<file path="src/rtl/seq_bcd_converter.sv">
// Sequential binary-to-BCD converter (double-dabble), one operand bit per clock.
// Produces four registered BCD digits for the seven-segment display scanner.
module seq_bcd_converter #(
   parameter int BIN_W = 13
) (
   input  logic             clk,
   input  logic             rst_n,
   input  logic             start,
   input  logic [BIN_W-1:0] bin,
   output logic             busy,
   output logic             done,
   output logic [3:0]       thousands,
   output logic [3:0]       hundreds,
   output logic [3:0]       tens,
   output logic [3:0]       ones
);

   localparam int CNT_W = $clog2(BIN_W + 1);

   typedef enum logic {IDLE, SHIFT} state_t;

   state_t           state_q, state_d;
   logic [BIN_W-1:0] bin_q, bin_d;
   logic [15:0]      scratch_q, scratch_d;
   logic [CNT_W-1:0] cnt_q, cnt_d;
   logic [15:0]      digits_q, digits_d;
   logic             done_q, done_d;

   logic [15:0]      adj;
   logic [15:0]      shifted;

   always_ff @(posedge clk or negedge rst_n) begin
      if (!rst_n) begin
         state_q   <= IDLE;
         bin_q     <= '0;
         scratch_q <= '0;
         cnt_q     <= '0;
         digits_q  <= '0;
         done_q    <= 1'b0;
      end else begin
         state_q   <= state_d;
         bin_q     <= bin_d;
         scratch_q <= scratch_d;
         cnt_q     <= cnt_d;
         digits_q  <= digits_d;
         done_q    <= done_d;
      end
   end

   // Add-3 correction on every nibble that would exceed 9 after doubling.
   always_comb begin
      adj = scratch_q;
      for (int i = 0; i < 4; i++) begin
         if (scratch_q[4*i +: 4] >= 4'd5) begin
            adj[4*i +: 4] = scratch_q[4*i +: 4] + 4'd3;
         end
      end
      shifted = (adj << 1) | {15'd0, bin_q[BIN_W-1]};
   end

   always_comb begin
      state_d   = state_q;
      bin_d     = bin_q;
      scratch_d = scratch_q;
      cnt_d     = cnt_q;
      digits_d  = digits_q;
      done_d    = 1'b0;
      case (state_q)
         IDLE: begin
            if (start) begin
               bin_d     = bin;
               scratch_d = '0;
               cnt_d     = '0;
               state_d   = SHIFT;
            end
         end
         SHIFT: begin
            scratch_d = shifted;
            bin_d     = bin_q << 1;
            cnt_d     = cnt_q + CNT_W'(1);
            if (cnt_q == CNT_W'(BIN_W - 1)) begin
               digits_d = shifted;
               done_d   = 1'b1;
               state_d  = IDLE;
            end
         end
         default: state_d = IDLE;
      endcase
   end

   assign busy      = (state_q == SHIFT);
   assign done      = done_q;
   assign thousands = digits_q[15:12];
   assign hundreds  = digits_q[11:8];
   assign tens      = digits_q[7:4];
   assign ones      = digits_q[3:0];

endmodule

</file>
<file path="config.mk">
export PLATFORM = sky130hd
export DESIGN_NAME = seq_bcd_converter
export DESIGN_NICKNAME = d
export VERILOG_FILES = /design/src/rtl/seq_bcd_converter.sv
export SDC_FILE = /design/constraint.sdc
export NUM_CORES = 1
export LEC_CHECK = 0
export CELL_PAD_IN_SITES_DETAIL_PLACEMENT = 1
export CELL_PAD_IN_SITES_GLOBAL_PLACEMENT = 1
export CORE_MARGIN = 2
export CORE_UTILIZATION = 40
export DETAILED_ROUTE_END_ITERATION = 7
export PLACE_DENSITY = 0.77
export SLEW_MARGIN = 20
export SYNTH_ARGS = -nofsm -noshare
export SYNTH_HDL_FRONTEND = slang
export SYNTH_SLANG_ARGS = --single-unit
export TNS_END_PERCENT = 100
</file>
<file path="constraint.sdc">
create_clock -name clk -period 2 [get_ports clk]
set_input_delay 0.3 -clock clk [delete_from_list [all_inputs] [get_ports clk]]
set_output_delay 0.3 -clock clk [all_outputs]
set_load 0.05 [all_outputs]
</file>
==> flow_results.org <==
** STA
- Final count of pins violating max slew :: 0
- Setup violations remaining at the end of the flow were counted as 0.
- Based on the critical path, the design can be clocked at up to 0.5584 GHz.
- The clock period could shrink to 1.791 ns.
- Final-layout setup total negative slack :: 0 ns
- The final critical path takes up ~90% of the cycle.
- Clock skew on the completed layout was measured at 0.005962 ns.
- Setup repair after global routing left no endpoint under its margin.
- Hold Vio Cnt, Final :: 0
- For the pin with the worst max-slew slack, the measured transition is 0.5172 ns.
- Worst slew margin relative to its limit :: approximately 65%

** Synthesis
- Synthesized Nets :: 260
- Basic-gate share of the synthesized area counting and, or, nand and nor cells :: 13.13%
- Number of enable flip-flop cells after synthesis :: 0
- Summing the areas of all compound-gate instances in the mapped netlist gives 12.73% of the synthesized area.
- By area the synthesized netlist is led by dfrtp_1 (51%), mux2i_1 (8.8%), o21ai_0 (5.2%).
- Cell with the most instances after synthesis :: dfrtp_1
- Post-Synthesis Mean Instance Area :: roughly 11 um2
- Number of warnings issued by yosys :: 0
- After synthesis, the most frequently instantiated cells are dfrtp_1 (51), nand2_1 (30), o21ai_0 (26).
- Proportion of netlist area held by the largest area contributor :: 50.92%
- Post-synthesis cell count :: 234
- Cell Area, Synth :: approximately 2500 um2
- Measured against the total synthesized area, the mux share comes to 12.08%.
- Summed over all instances, the cell type with the most area after synthesis is dfrtp_1.
- The most used flip-flop cell after synthesis is dfrtp_1.
- Synth Register Bits :: 51
- Of all flip-flops after synthesis, the portion carrying an async set or reset was 100.0%.
- Main combinational cell family by area after synthesis :: simple AND/OR/NAND/NOR gates
- Of the total synthesized cell area, the portion taken by XOR and XNOR cells is 2.097%.
- Summing the sequential cell areas from Yosys gives 50.92% of the chip area.
- Adder and majority gate portion of the synthesized area :: 4.993%
- Distinct cells, synth :: 29

** Clock tree
- Num Clock Sinks :: 51
- Clock-pin slew of the registers on the worst-case setup and hold paths :: 0.09 ns
- The longest clock path from root to sink contains 2 buffers.
- Cell at the root of the clock tree :: clkbuf_8
- Number of buffers inserted during clock tree synthesis :: 5
- Clock tree from TritonCTS :: yes
- Clock latency on the worst-skew pair :: 0.30 ns
- In this run the number of H-tree levels came out at 2.

** Die
- Vertical extent of the die :: 83.16 um
- After floorplanning, the core was sized to cover 5991 um2.
- For this design the top-level I/O count stands at 34.
- Cell row count :: 28
- The die is 83.16 um wide.
- Effective utilization at floorplan :: about two fifths
- Die Footprint :: 6915 um2

** Global routing
- Global-route wire length before repair :: 8.949 mm
- Total grt overflow :: 0
- Overall routing resource usage :: 15.74%
- The number of antenna violations at the first check in global routing was 0.
- Entering global routing, the biggest net connects 37 pins.
- Number of global-route vias before repair :: 1869

** Worst setup path
- Crit. End Element :: output pin
- Required time reported for the critical path endpoint :: 1.70 ns
- For the worst setup path, the data arrival time is 1.49 ns.
- Along the worst path, the maximum fanout reaches 2.
- Critical path cell sequence :: clkdlybuf4s50_1
- Crit Path Category :: flip-flop to output pin
- STA classifies the critical path startpoint as a flip-flop.
- Top cell family by delay on the critical path :: buffers and inverters
- Maximum single-stage delay on the critical path :: approximately 0.82 ns
- Together, buffers and inverters on the worst path number 1.
- The slowest stage of the critical path belongs to the cell clkdlybuf4s50_1.
- R2R Setup Slk :: between 0.3 and 0.4 ns

** Cells and area
- Total Nets Final :: roughly 300
- The finished cells cover 3070 um2.
- Total inserted antenna cells :: 0
- Ratio of cells with drive above 1 in the final layout :: 10.70%
- From synthesis to final layout, the design area changed by 22.52%.
- Fill cells in the final layout number 652.

** Detailed routing
- The routed layout has 1776 vias.
- First DRT Iteration DRCs :: 69
- The first detailed-routing pass took 4 iterations.
- Post-route ant nets :: 0
- DR DRC count :: 0
- Detail-routed via count per cell :: 5.133
- Post-Route WL :: approximately 5.0 mm
- Average wire per cell in the routed design :: approximately 14 um

** Placement
- Post-DP Area :: around 3000 um2
- Count of input and output buffers :: 33
- Routability Congestion :: 0.8197
- Estimated wirelength of the detail-placed design :: 3.609 mm

** Outcome
- The run finished with clean final reports.

** Power and ir drop
- Peak supply drop :: 0.0008032 V
- Total power density per cell area :: between 1500 and 2000 nW/um2
- Leakage power figure :: 1.460 nW

** Job
- The tool flagged a number of max-cap violations equal to 0.

** Min path
- In this run the worst hold path is classified as input pin to asynchronous set/reset pin.
## timing repair
action / 4_1_cts / 5_1_grt
buffers inserted: 0 / 0
hold buffers: 1 / 0
gates resized for setup: 0 / 0
endpoints found under the hold margin: 17 / 0
## worst paths after layout
| kind | cells after the start | from | end |
|---|---|---|---|
| worst max-delay path | 1 | digits_q[14] | thousands[2] |
| worst max register to register | 6 | scratch_q[8] | digits_q[10] |
| min in group clk | 2 | bin_q[7] | bin_q[8] |
| max in group asynchronous | 3 | rst_n | busy |
| worst min register to register | 2 | bin_q[7] | bin_q[8] |
| worst min-delay path | 2 | rst_n | digits_q[9] |
## registers in the layout, summed over array words and instances (netlist names)
| name | cells |
|---|---|
| bin_q | 13 |
| busy | 1 |
| cnt_q | 4 |
| digits_q | 16 |
| done | 1 |
| scratch_q | 16 |
## per-stage QoR
step / hold slack [ns] / std cells / utilization (%) / power [mW] / setup slack, ns
after global placement: 0.2880 / 337 / 49.42 / 4.451 / 0.4533
after CTS: 0.4921 / 346 / 51.25 / 5.247 / 0.1901
final: 0.4782 / 346 / 51.25 / 5.161 / 0.2092
after floorplan: 0.004409 / 234 / - / 3.767 / 0.5118
after global routing: 0.5137 / 346 / 51.25 / 5.597 / 0.1536
after detailed placement: 0.2925 / 337 / 49.42 / 4.573 / 0.3396
## metal layers
layer | wire, um | track usage (%)
met5 | 0 | 0
met1 | 2280 | 20.31
met4 | 49 | 4.024
met2 | 2483 | 26.91
met3 | 141 | 3.380
## cell usage in the layout (no fill, tap or decap), types with 7 or more instances in the layout
master,count
mux2i_1,22
dfrtp_1,50
clkbuf_8,7
nand2b_1,11
a21oi_1,8
clkdlybuf4s50_1,31
nor3b_1,7
nand2_1,30
ha_1,10
inv_1,10
o21ai_0,26
## area by class of cell
type,count,area (um2),share of cell area (%)
flip-flops and latches,51,1277,41.61
multi-input cells,161,1129,36.76
repair buffers,40,427.9,13.94
clock buffers,8,100.1,3.260
well taps,75,93.84,3.056
inverters,11,42.54,1.385
## where the power goes
group,switching (mW),internal (mW)
Clock,0.331,0.317
Sequential,0.380,1.48
Combinational,1.50,1.16
## kinds of logic (layout without fill, tap and decap cells)
family	Yosys count	in the layout
and+or+nand+nor	64	64
AOI/OAI and AO/OA	53	53
DFF	51	51
muxes	28	28
buffers and inverters	22	59
adders and majority gates	10	10
xor gates and xnor gates	6	6
No activity file was read; power rests on OpenSTA's default activity.
